==> src/rtl/add8_arbiter_if.sv <==
`default_nettype none
// ============================================================================
// Module      : add8_arbiter_if
// Description : Requester/response bundle for the shared 8-bit adder arbiter.
// Revision    : 1.0 - initial release
// ============================================================================
interface add8_arbiter_if #(
  parameter int NUM_REQ = 4,
  parameter int ID_W    = 2
);
  logic [NUM_REQ-1:0]   req_valid;
  logic [NUM_REQ-1:0]   req_chain;
  logic [NUM_REQ-1:0]   req_cin;
  logic [8*NUM_REQ-1:0] req_a;
  logic [8*NUM_REQ-1:0] req_b;
  logic [NUM_REQ-1:0]   req_ready;
  logic                 rsp_valid;
  logic [ID_W-1:0]      rsp_id;
  logic [7:0]           rsp_sum;
  logic                 rsp_cout;

  modport master (
    output req_valid, req_chain, req_cin, req_a, req_b,
    input  req_ready, rsp_valid, rsp_id, rsp_sum, rsp_cout
  );

  modport slave (
    input  req_valid, req_chain, req_cin, req_a, req_b,
    output req_ready, rsp_valid, rsp_id, rsp_sum, rsp_cout
  );
endinterface
`default_nettype wire

==> src/rtl/add8_arbiter.sv <==
`default_nettype none
// ============================================================================
// Module      : add8_arbiter
// Description : Round-robin sharing of a two-stage 8-bit adder with per-
//               requester carry registers for chained wide additions.
// Revision    : 1.0 - initial release
// ============================================================================
module add8_arbiter #(
  parameter int NUM_REQ = 4,
  parameter int ID_W    = 2
) (
  input  logic               clk_100M,
  input  logic               rst,
  add8_arbiter_if.slave      bus
);

  logic [ID_W-1:0]    rr_ptr_q, rr_ptr_d;
  logic [NUM_REQ-1:0] inflight_q, inflight_d;
  logic [NUM_REQ-1:0] carry_q, carry_d;

  logic               s1_valid_q;
  logic [ID_W-1:0]    s1_id_q;
  logic [3:0]         s1_lo_q;
  logic               s1_c_q;
  logic [3:0]         s1_ah_q;
  logic [3:0]         s1_bh_q;

  logic               rsp_valid_q;
  logic [ID_W-1:0]    rsp_id_q;
  logic [7:0]         rsp_sum_q;
  logic               rsp_cout_q;

  logic [NUM_REQ-1:0] w_elig;
  logic [NUM_REQ-1:0] w_grant;
  logic               w_accept;
  logic [ID_W-1:0]    w_gnt_id;
  logic [7:0]         w_a;
  logic [7:0]         w_b;
  logic               w_cin;
  logic [4:0]         w_lo;
  logic [4:0]         w_hi;

  assign w_elig = bus.req_valid & ~inflight_q;

  // Two passes give a rotating priority: indices at/after the pointer win first.
  always_comb begin
    w_grant  = '0;
    w_gnt_id = '0;
    w_accept = 1'b0;
    for (int i = 0; i < NUM_REQ; i++) begin
      if (!w_accept && (ID_W'(i) >= rr_ptr_q) && w_elig[i]) begin
        w_accept   = 1'b1;
        w_grant[i] = 1'b1;
        w_gnt_id   = ID_W'(i);
      end
    end
    for (int i = 0; i < NUM_REQ; i++) begin
      if (!w_accept && (ID_W'(i) < rr_ptr_q) && w_elig[i]) begin
        w_accept   = 1'b1;
        w_grant[i] = 1'b1;
        w_gnt_id   = ID_W'(i);
      end
    end
    if (rst) begin
      w_grant  = '0;
      w_accept = 1'b0;
    end
  end

  always_comb begin
    w_a   = '0;
    w_b   = '0;
    w_cin = 1'b0;
    for (int i = 0; i < NUM_REQ; i++) begin
      if (w_grant[i]) begin
        w_a   = bus.req_a[8*i +: 8];
        w_b   = bus.req_b[8*i +: 8];
        w_cin = bus.req_chain[i] ? carry_q[i] : bus.req_cin[i];
      end
    end
  end

  assign w_lo = {1'b0, w_a[3:0]} + {1'b0, w_b[3:0]} + {4'b0000, w_cin};
  assign w_hi = {1'b0, s1_ah_q} + {1'b0, s1_bh_q} + {4'b0000, s1_c_q};

  // A response and a new accept never share an id, so both updates can merge.
  always_comb begin
    rr_ptr_d   = rr_ptr_q;
    inflight_d = inflight_q;
    carry_d    = carry_q;
    for (int i = 0; i < NUM_REQ; i++) begin
      if (rsp_valid_q && (rsp_id_q == ID_W'(i))) begin
        inflight_d[i] = 1'b0;
        carry_d[i]    = rsp_cout_q;
      end
    end
    if (w_accept) begin
      inflight_d = inflight_d | w_grant;
      rr_ptr_d   = (w_gnt_id == ID_W'(NUM_REQ - 1)) ? '0 : w_gnt_id + ID_W'(1);
    end
  end

  always_ff @(posedge clk_100M) begin
    if (rst) begin
      rr_ptr_q    <= '0;
      inflight_q  <= '0;
      carry_q     <= '0;
      s1_valid_q  <= 1'b0;
      s1_id_q     <= '0;
      s1_lo_q     <= '0;
      s1_c_q      <= 1'b0;
      s1_ah_q     <= '0;
      s1_bh_q     <= '0;
      rsp_valid_q <= 1'b0;
      rsp_id_q    <= '0;
      rsp_sum_q   <= '0;
      rsp_cout_q  <= 1'b0;
    end else begin
      rr_ptr_q    <= rr_ptr_d;
      inflight_q  <= inflight_d;
      carry_q     <= carry_d;
      s1_valid_q  <= w_accept;
      s1_id_q     <= w_gnt_id;
      s1_lo_q     <= w_lo[3:0];
      s1_c_q      <= w_lo[4];
      s1_ah_q     <= w_a[7:4];
      s1_bh_q     <= w_b[7:4];
      rsp_valid_q <= s1_valid_q;
      rsp_id_q    <= s1_id_q;
      rsp_sum_q   <= {w_hi[3:0], s1_lo_q};
      rsp_cout_q  <= w_hi[4];
    end
  end

  assign bus.req_ready = w_grant;
  assign bus.rsp_valid = rsp_valid_q;
  assign bus.rsp_id    = rsp_id_q;
  assign bus.rsp_sum   = rsp_sum_q;
  assign bus.rsp_cout  = rsp_cout_q;

endmodule
`default_nettype wire

==> src/flat_wrapper.sv <==
// flat-port wrapper written by rule: the top's interface ports become plain ports
module add8_arbiter_flat 
#(
  parameter int NUM_REQ = 4,
  parameter int ID_W    = 2
)
  (clk_100M, rst, bus_req_valid, bus_req_chain, bus_req_cin, bus_req_a, bus_req_b, bus_req_ready, bus_rsp_valid, bus_rsp_id, bus_rsp_sum, bus_rsp_cout);
  add8_arbiter_if #(.NUM_REQ(NUM_REQ), .ID_W(ID_W)) bus_i ();
  input  logic clk_100M;
  input  logic rst;
  input wire logic [$bits(bus_i.req_valid)-1:0] bus_req_valid;
  input wire logic [$bits(bus_i.req_chain)-1:0] bus_req_chain;
  input wire logic [$bits(bus_i.req_cin)-1:0] bus_req_cin;
  input wire logic [$bits(bus_i.req_a)-1:0] bus_req_a;
  input wire logic [$bits(bus_i.req_b)-1:0] bus_req_b;
  output wire logic [$bits(bus_i.req_ready)-1:0] bus_req_ready;
  output wire logic [$bits(bus_i.rsp_valid)-1:0] bus_rsp_valid;
  output wire logic [$bits(bus_i.rsp_id)-1:0] bus_rsp_id;
  output wire logic [$bits(bus_i.rsp_sum)-1:0] bus_rsp_sum;
  output wire logic [$bits(bus_i.rsp_cout)-1:0] bus_rsp_cout;
  assign bus_i.req_valid = bus_req_valid;
  assign bus_i.req_chain = bus_req_chain;
  assign bus_i.req_cin = bus_req_cin;
  assign bus_i.req_a = bus_req_a;
  assign bus_i.req_b = bus_req_b;
  assign bus_req_ready = bus_i.req_ready;
  assign bus_rsp_valid = bus_i.rsp_valid;
  assign bus_rsp_id = bus_i.rsp_id;
  assign bus_rsp_sum = bus_i.rsp_sum;
  assign bus_rsp_cout = bus_i.rsp_cout;
  add8_arbiter #(.NUM_REQ(NUM_REQ), .ID_W(ID_W)) u_core (.clk_100M(clk_100M), .rst(rst), .bus(bus_i));
endmodule
==> config.mk <==
export PLATFORM = sky130hd
export DESIGN_NAME = add8_arbiter_flat
export DESIGN_NICKNAME = d
export VERILOG_FILES = /design/src/rtl/add8_arbiter_if.sv /design/src/rtl/add8_arbiter.sv /design/src/flat_wrapper.sv
export SDC_FILE = /design/constraint.sdc
export NUM_CORES = 1
export LEC_CHECK = 0
export CORE_ASPECT_RATIO = 0.5
export CORE_UTILIZATION = 38
export DETAILED_ROUTE_END_ITERATION = 12
export MAX_ROUTING_LAYER = met4
export PLACE_DENSITY = 0.77
export SETUP_SLACK_MARGIN = 0.1
export SKIP_LAST_GASP = 1
export SYNTH_ARGS = -nofsm -noshare
export SYNTH_HDL_FRONTEND = slang
export SYNTH_SLANG_ARGS = --single-unit
==> constraint.sdc <==
create_clock -name clk_100M -period 2.7 [get_ports clk_100M]
set_input_delay 0.405 -clock clk_100M [delete_from_list [all_inputs] [get_ports clk_100M]]
set_output_delay 0.405 -clock clk_100M [all_outputs]
set_load 0.02 [all_outputs]
# Word level (Yosys, flattened, before mapping)
# Index checks and enable logic that the tools add are counted.
# W data, S select, Z words.
dict set report word_totals {
  regBits 38
  rom_bits 0
  word_cells 109
  memories 0
  latchBits 0
  ram_bits 0
  in_bits 78
  output_inout_bits 16
}
dict set report op_classes {
  shifts 0
  n_eq_ne 4
  n_mul 0
  n_bitwise 3
  add_sub_neg 5
  mux 46
  n_lt_le_gt_ge 8
  div_mod_pow 0
  reduce_logical 27
}
# cell n
set ops {}
lappend ops {{$mux W8} 8}
lappend ops {{$mux W1} 29}
lappend ops {{$logic_and A1 B1 Y1} 19}
lappend ops {{$mux W2} 7}
lappend ops {{$add A4 B4 Y5} 2}
lappend ops {{$add A5 B1 Y5} 2}
lappend ops {{$mux W4} 2}
lappend ops {{$logic_not A1 Y1} 7}
lappend ops {{$eq A2 B2 Y1 const B} 3}
lappend ops {{$and A4 B4 Y4} 1}
lappend ops {{$ge A1 B2 Y1 const A} 2}
lappend ops {{$ge A2 B2 Y1 const A} 2}
lappend ops {{$lt A1 B2 Y1 const A} 2}
lappend ops {{$lt A2 B2 Y1 const A} 2}
lappend ops {{$not A4 Y4} 1}
lappend ops {{$or A4 B4 Y4} 1}
lappend ops {{$add A2 B1 Y2 const B} 1}
lappend ops {{$eq A2 B1 Y1 const B} 1}
lappend ops {{$logic_not A2 Y1} 1}

# Longest topological paths before layout
# Gate-level depths: netlist of run 1.
dict set report logic_depth {
  word_depth 39
  ltp_mapped 13
  depth_no_buf 12
}

# Worst setup path after synthesis of run 1
# No wires, ideal clock.
dict set report synth_timing {
  path_kind {input -> register}
  from {in rst}
  to {reg u_core.s1_c_q}
  slack_ns -0.088
  path_stages 11
  required_time_ns 2.629
  setup_time_ns 0.071
  arrival_ns 2.718
  path_buffers 2
  path_cell_list {clkbuf_1 nor4_4 buf_2 a22oi_1 a21oi_1 fa_1 inv_1 fa_1 nor2b_1 o21ai_0 a21oi_1}
}
dict set report synth_via {
  elab_chain_len 7
  elab_cells_between_ends 15
  classes_between {add/sub: 2; mux: 13}
}
# item line
set synth_lines {}
lappend synth_lines {{start, declared} flat_wrapper.sv:10} ;# input logic rst;
lappend synth_lines {{$mux W4 *} add8_arbiter.sv:64} ;# if (rst) begin
lappend synth_lines {{named net bus_req_ready[0]} flat_wrapper.sv:16} ;# output wire logic [$bits(bus_i.req_ready)-1:0] bus_req_ready;
lappend synth_lines {{$mux W8 (4 in series)} add8_arbiter.sv:75} ;# if (w_grant[i]) begin
lappend synth_lines {{$add A4 B4 Y5} add8_arbiter.sv:83} ;# assign w_lo = {1'b0, w_a[3:0]} + {1'b0, w_b[3:0]} + {4'b0000, w_cin};
lappend synth_lines {{$add A5 B1 Y5 *} add8_arbiter.sv:83}
lappend synth_lines {{end signal, assigned} add8_arbiter.sv:125} ;# s1_c_q <= w_lo[4];
lappend synth_lines {{end, declared} add8_arbiter.sv:24} ;# logic s1_c_q;
# The timed path passes the listed nets; every way through them passes the cells marked *.
# A chain may end at the register's enable or synchronous reset.

# Worst setup path in the final report of run 1
dict set report layout_timing {
  from {reg u_core.rr_ptr_q[0]}
  to {reg u_core.s1_lo_q[3]}
}
dict set report layout_via {
  elab_chain_len 35
  elab_cells_between_ends 59
  classes_between {add/sub: 2; order compare: 8; mux: 27; reduce/logical: 22}
}
# item line
set layout_lines {}
lappend layout_lines {{start, declared} add8_arbiter.sv:17} ;# logic [ID_W-1:0] rr_ptr_q, rr_ptr_d;
lappend layout_lines {{start signal, assigned} add8_arbiter.sv:119} ;# rr_ptr_q <= rr_ptr_d;
lappend layout_lines {{$ge A1 B2 Y1} add8_arbiter.sv:51} ;# if (!w_accept && (ID_W'(i) >= rr_ptr_q) && w_elig[i]) begin
lappend layout_lines {{$logic_and A1 B1 Y1} add8_arbiter.sv:51}
lappend layout_lines {{$mux W1} add8_arbiter.sv:51}
lappend layout_lines {{$logic_not A1 Y1} add8_arbiter.sv:51}
lappend layout_lines {{$logic_and A1 B1 Y1 (2 in series)} add8_arbiter.sv:51}
lappend layout_lines {{$mux W1} add8_arbiter.sv:51}
lappend layout_lines {{$logic_not A1 Y1} add8_arbiter.sv:51}
lappend layout_lines {{$logic_and A1 B1 Y1 (2 in series)} add8_arbiter.sv:51}
lappend layout_lines {{[... 16 more ...]} n/a}
lappend layout_lines {{$mux W1} add8_arbiter.sv:58} ;# if (!w_accept && (ID_W'(i) < rr_ptr_q) && w_elig[i]) begin
lappend layout_lines {{$logic_not A1 Y1} add8_arbiter.sv:58}
lappend layout_lines {{$logic_and A1 B1 Y1 (2 in series)} add8_arbiter.sv:58}
lappend layout_lines {{$mux W1} add8_arbiter.sv:58}
lappend layout_lines {{$mux W4 *} add8_arbiter.sv:64}
lappend layout_lines {{$mux W8} add8_arbiter.sv:75}
lappend layout_lines {{$add A4 B4 Y5} add8_arbiter.sv:83}
lappend layout_lines {{$add A5 B1 Y5 *} add8_arbiter.sv:83}
lappend layout_lines {{end signal, assigned} add8_arbiter.sv:124} ;# s1_lo_q <= w_lo[3:0];
lappend layout_lines {{end, declared} add8_arbiter.sv:23} ;# logic [3:0] s1_lo_q;
# Every way passes the cells marked *; elsewhere a longest branch is shown, timed or not.

==> metrics, run 1 <==
CTS tree=done; crit path buf inv count=1; crit path cell chain=or3b_4 > a221oi_4 > nor4_4 > buf_4 > a221o_1 > a22o_1 > ha_1 > a21o_1 > a21oi_2 > xor2_1 > nor2_1; HPWL Detailed=5.40 mm; Max Freq=364 MHz; # nets final=434; Syn Area/Cell=9.42 µm²; gr ovfl total=0; num ports=94; First-pass DRT Iterations=5; clock share of power=0.163; via count=2,160; nature of the critical path startpoint=flop; Static Leak=1.40 nW; DRC Markers=0; layout cells sized above 1=0.237; Synth Instances=226; Async SR Flop Fraction=0; Yosys top cell area share=0.357; root buf cell=clkbuf_8; Worst Setup End Kind=flop; overall routing resource usage=0.255; number of synthesized register bits=38; Critical Path Slowest Stage Cell=or3b_4; Routability Congestion=0.845; number of enable flip-flop cells after synthesis=0; Worst Hold Path EP=u_core.bus.rsp_sum[0]; Fin Clk Skew=2.06 ps; slowest cell delay on critical path=420 ps; Register Area=767 µm²; pwr dens=733 nW/µm²; Hold Vio Cnt, Final=0; FP Rows=18; DRT iter0 DRCs=136; Core Area=5160 µm²; Power Total=0.00257 W; largest cells by area after synthesis=dfxtp_1 36%, nor2_1 6.0%, a2111oi_2 4.9%; switching share of power=0.377; Die X=108 µm; htree depth=2; Flop pwr share=0.308; Ys Warns=0; post-route ant nets=0; Setup Viol. Count Final=1; pin count of the biggest net entering global routing=35; worst reg-to-reg setup slack=-50 ps; # fillers=390; Max FO, Critical Path=5; Setup WS pre-CTS=-507 ps; Synth area leader=dfxtp_1; sequential fraction of the synthesis area=0.357; first-pass GRT wire length=10.5 mm; max-cap viol count=0; Clock Sink Count=38; routed wire length=7.00 mm; hold-critical path depth=1; status=complete, but fails checks; non-filler cells, final=416; Logic pwr share=0.529; worst setup margin=-46.5 ps; cts hold-fix bufs=0; area grow syn2layout=64.4%; Worst Hold Class=reg2reg; Int Pwr=0.00160 W; Final min period=2750 ps; vias per cell=5.19; r2r endpoint=u_core.s1_lo_q[3]; delay-heaviest family, CP=compound AO/OA/AOI/OAI gates; mapped cell area=2130 µm²; reg-to-reg startpoint=u_core.rr_ptr_q[0]; drt wl/cell=16.8 µm; Slew HR=0.692; area of the multi-input gates=1370 µm²; # diodes=0; via count of the first global-routing pass=2,149; WP data arrival=2940 ps; failing checks=negative setup slack; Buffers on Ports=93; Worst VDD drop=0.000340 V; worst-case reg-to-reg path depth=11; worst-margin pin slew=459 ps; number of library cell types mapped by synthesis=53; Synth Flop Type=dfxtp_1; # placed instances=398; Initial Util=0.413; Die H=54.9 µm; Final period util=1.02; clock buffer count from CTS=5; Net Switching=0.000966 W; clock-pin slew on the worst setup and hold paths=80 ps; clk buf depth=2; Syn Nets=315; Clock Latency Late Sink=300 ps; HP Start=u_core.s1_lo_q[0]; fin. max-slew vios=0; RSZ-0062 raised after global routing=yes; die footprint=5920 µm²; Setup CP Type=reg2reg; Req. time, crit path=2900 ps; initial antenna violation count=0
[power by group through the flow]
stage | registers, W | logic, W | clock network (W)
2_1_floorplan | 0.000817 | 0.000737 | 0
3_3_place_gp | 0.000788 | 0.00121 | 0
3_5_place_dp | 0.000793 | 0.00124 | 0
4_1_cts | 0.000785 | 0.00132 | 0.000428
5_1_grt | 0.000804 | 0.00147 | 0.000453
6_report | 0.000789 | 0.00136 | 0.000419
[metal layers]
metal  wire length, µm  track usage  up-vias
met5                 0            -        -
met4               147        0.121        0
met3               359       0.0433       16
met2              3520        0.435       75
met1              2970        0.305     1014
li1                  -            -     1055
[layout by cell type (no fill, tap or decap), types with 4 or more instances in the layout]
master           count
nor2b_1             12
clkbuf_8             6
inv_1                8
ha_1                 7
nand2_1             10
nor2_1              33
dlygate4sd2_1        7
a21oi_1             13
dfxtp_1             35
mux2i_1              7
a22oi_1             11
buf_4               31
a21oi_2              4
a2111oi_2            7
clkdlybuf4s50_1     84
[synthesized netlist by cell type (5+ instances only)]
library cell and number:
ha_1 7, dfxtp_1 38, nand2_1 10, o32ai_1 5, a22oi_1 13, buf_2 6, a21oi_1 16, a2111oi_2 7
nor2_1 34, mux2i_1 7, nor2b_1 12, inv_1 8
[layout make-up]
cell class | count | area share
Tap cell | 70 | 0.0250
Clock inverter | 2 | 0.00358
Multi-Input combinational cell | 167 | 0.392
Timing Repair Buffer | 124 | 0.327
Inverter | 9 | 0.00966
Sequential cell | 38 | 0.219
Clock buffer | 6 | 0.0236
[kinds of logic after synthesis]
family / Yosys count / share of synthesized area
buffers and inverters: 21 / 0.0459
AO/OA/AOI/OAI: 61 / 0.245
multiplexers: 9 / 0.0435
AND/OR/NAND/NOR: 83 / 0.217
flip-flops: 38 / 0.357
XOR/XNOR: 3 / 0.0123
adder cells (fa/ha/maj): 11 / 0.0788
[registers in the layout, summed over array words and instances, names as in the netlist]
name	count
u_core.rr_ptr_q	2
u_core.bus.rsp_id	2
u_core.bus.rsp_sum	8
u_core.bus.rsp_valid	1
u_core.s1_id_q	2
u_core.s1_ah_q	4
u_core.s1_valid_q	1
u_core.carry_q	4
u_core.s1_lo_q	4
u_core.s1_c_q	1
u_core.s1_bh_q	4
u_core.inflight_q	4
u_core.bus.rsp_cout	1
[per-stage QoR]
step / utilization / area, µm² / setup TNS, ps / hold WS [ps]
2_1_floorplan: - / 2170 / 0 / 414
3_3_place_gp: 0.634 / 3270 / -2080 / 418
3_5_place_dp: 0.634 / 3270 / -2710 / 432
4_1_cts: 0.673 / 3470 / 0 / 449
5_1_grt: 0.678 / 3500 / -436 / 455
6_report: 0.678 / 3500 / -46.5 / 444
[worst max-delay path by stage]
stage,from,end,slack (ps),cells past startpoint
2_1_floorplan,bus_req_valid[0],u_core.s1_c_q,100,12
5_1_grt,u_core.rr_ptr_q[0],u_core.s1_lo_q[3],-160,11
6_report,u_core.rr_ptr_q[0],u_core.s1_lo_q[3],-50,11
3_3_place_gp,bus_req_valid[2],u_core.s1_lo_q[3],-380,11
4_1_cts,u_core.rr_ptr_q[0],u_core.s1_lo_q[3],50,11
3_5_place_dp,bus_req_valid[2],u_core.s1_lo_q[3],-510,11
[worst reg2reg max path, delay by kind of cell (launching register included)]
family,cells,cell delay (ps)
compound gates,5,1190
xor+xnor,1,140
fa+ha+maj,1,270
buf+inv,1,150
flops,1,350
simple gates,3,550
[what timing repair did]
item	CTS	global route
resized for setup	21	6
pin swaps	14	3
setup buffers	8	3
endpoints found under the setup margin	8	5
Note: power is estimated with default switching activity, not from simulation.
==> run 2: changes to the inputs <==
--- a/config.mk
+++ b/config.mk
@@ -6,10 +6,10 @@
 export NUM_CORES = 1
 export LEC_CHECK = 0
 export CORE_ASPECT_RATIO = 0.5
-export CORE_UTILIZATION = 38
+export CORE_UTILIZATION = 45
 export DETAILED_ROUTE_END_ITERATION = 12
 export MAX_ROUTING_LAYER = met4
-export PLACE_DENSITY = 0.77
+export PLACE_DENSITY = 0.85
 export SETUP_SLACK_MARGIN = 0.1
 export SKIP_LAST_GASP = 1
 export SYNTH_ARGS = -nofsm -noshare
==> constraint.sdc (replaced) <==
create_clock -name clk_100M -period 3.3 [get_ports clk_100M]
set_input_delay 0.495 -clock clk_100M [delete_from_list [all_inputs] [get_ports clk_100M]]
set_output_delay 0.495 -clock clk_100M [all_outputs]
set_load 0.02 [all_outputs]
==> metrics, run 2 (synthesis gave the netlist of run 1 again) <==
Setup Viol. Count Final=0 (-1); root buf cell=clkbuf_8; htree depth=2 (unchanged); Setup CP Type=in2out; area grow syn2layout=55.7%; first-pass GRT wire length=9.83 mm (-6.1%); most common cell after layout, fill and taps aside=clkdlybuf4s50_1; cts hold-fix bufs=0 (unchanged); WP data arrival=2620 ps (-320 ps); drt wl/cell=16.8 µm (-0.24%); DRT iter0 DRCs=93 (-32%); Max Freq=321 MHz; clock buffer count from CTS=5 (unchanged); fin. max-slew vios=0 (unchanged); Worst Hold Class=reg2reg; status=finished clean; initial antenna violation count=0 (unchanged); Slew HR=0.664 (-0.0273); Routability Congestion=0.846 (+0.15%); Worst Setup End Kind=output pin; Fin Clk Skew=7.41 ps (+5.35 ps); pin count of the biggest net entering global routing=44 (+26%); Die X=99.3 µm (-8.0%); hold_ws=450 ps (+5.29 ps); # nets final=414 (-4.6%); HP Start=u_core.s1_id_q[1]; max reg flops=8 (unchanged); clock-pin slew on the worst setup and hold paths=80 ps (about the same); via count=2,126 (-1.6%); Static Leak=1.29 nW (-7.9%); nature of the critical path startpoint=primary input; Final period util=0.945; # diodes=0 (unchanged); Buffers on Ports=93 (unchanged); via count of the first global-routing pass=2,046 (-4.8%); hold-critical path depth=1 (unchanged); Req. time, crit path=2800 ps (-100 ps); Initial Util=0.476 (+0.0638); max-cap viol count=0 (unchanged); Worst VDD drop=0.000270 V (-20%); commonest cells after routing, fill and taps aside=92 x clkdlybuf4s50_1, 38 x dfxtp_1, 34 x nor2_1; Clock Sink Count=38 (unchanged); DRC Markers=0 (unchanged); RSZ-0062 raised after global routing=yes; overall routing resource usage=0.268 (+0.0129); Setup WS pre-CTS=-65.4 ps (+441 ps); num ports=94 (unchanged); routed wire length=6.43 mm (-8.2%); CTS tree=done; r2r endpoint=u_core.s1_c_q; die footprint=5030 µm² (-15%); pwr dens=635 nW/µm² (-13%); Core Area=4470 µm² (-13%); HPWL Detailed=5.02 mm (-7.1%); FP Rows=17 (-1); worst-case reg-to-reg path depth=11 (unchanged); worst-margin pin slew=504 ps (+44.4 ps); setup TNS=0 ps (+46.5 ps); First-pass DRT Iterations=4 (-1); worst setup margin=182 ps (+228 ps); Final min period=3120 ps; clk buf depth=2 (unchanged); worst reg-to-reg setup slack=490 ps (+540 ps); gr ovfl total=0 (unchanged); Clock Latency Late Sink=290 ps (about the same); vias per cell=5.55 (+6.9%); Hold Vio Cnt, Final=0 (unchanged); reg-to-reg startpoint=u_core.inflight_q[0]; layout cells sized above 1=0.135 (-0.102); Die H=50.6 µm (-7.8%); Worst Hold Path EP=u_core.bus.rsp_id[1]; # Post-CTS Setup Buffers=0 (-8); post-route ant nets=0 (unchanged); Max FO, Critical Path=12 (+7)
run 2: changes by cell type in the layout (fill, tap and decap cells not counted), moves of 3 or more:
cell | before | now
nand2b_1 | 1 | 4
dlygate4sd2_1 | 7 | 0
nand2b_4 | 3 | 0
clkdlybuf4s50_1 | 84 | 92
dfxtp_1 | 35 | 38
buf_4 | 31 | 10
a21oi_1 | 13 | 16
a21oi_2 | 4 | 1
run 2: routing by layer:
metal	GRT usage	share of wire
met1	0.327	0.44
met2	0.441	0.49
met3	0.0571	0.055
met4	0.100	0.018
met5	-	0
run 2: area by class of cell:
| cell class | instances | area [µm²] |
|---|---|---|
| clock buffers | 6 | 82.6 |
| clock inverters | 2 | 60.1 |
| fillers | 321 | 1150 |
| inverters | 9 | 33.8 |
| multi-input cells | 167 | 1280 |
| flip-flops and latches | 38 | 761 |
| well taps | 57 | 71.3 |
| repair buffers | 104 | 1020 |
run 2: how the worst max path moves through the flow:
| stage | to | startpoint | slack, ps | cells after the start |
|---|---|---|---|---|
| 2_1_floorplan | u_core.s1_c_q | rst | 420 | 11 |
| 3_3_place_gp | u_core.s1_c_q | bus_req_valid[2] | 30 | 13 |
| 3_5_place_dp | u_core.s1_lo_q[3] | bus_req_valid[0] | -70 | 12 |
| 4_1_cts | bus_req_ready[0] | bus_req_valid[2] | 200 | 7 |
| 5_1_grt | u_core.s1_c_q | bus_req_valid[2] | 80 | 13 |
| 6_report | bus_req_ready[0] | bus_req_valid[3] | 180 | 6 |
run 2: power breakdown:
group / total (W) / leakage, nW / internal [W] / switching (W)
combinational: 0.000972 / 0.904 / 0.000479 / 0.000493
clock: 0.000487 / 0.0714 / 0.000322 / 0.000164
sequential: 0.000644 / 0.313 / 0.000573 / 0.0000713
total: 0.00210 / 1.29 / 0.00137 / 0.000728
run 2: critical path, stage by stage:
cell and delay (ps):
clkdlybuf4s50_1 410, nand2b_1 210, nor2_1 120, nor4_4 450, buf_4 290, clkdlybuf4s50_1 630
run 2: what timing repair did:
action                                 in CTS  in global routing
endpoints found under the hold margin       0                  0
gates resized for setup                     0                  3
setup endpoints to repair                   0                  3
run 2: metrics by stage:
step / std cells / total power [W] / util / instance area (µm²)
after detailed placement: 375 / 0.00161 / 0.707 / 3160
final: 383 / 0.00210 / 0.742 / 3310
after floorplan: 226 / 0.00125 / - / 2130
after global routing: 383 / 0.00222 / 0.742 / 3310
after global placement: 375 / 0.00157 / 0.707 / 3160
after CTS: 383 / 0.00210 / 0.739 / 3300
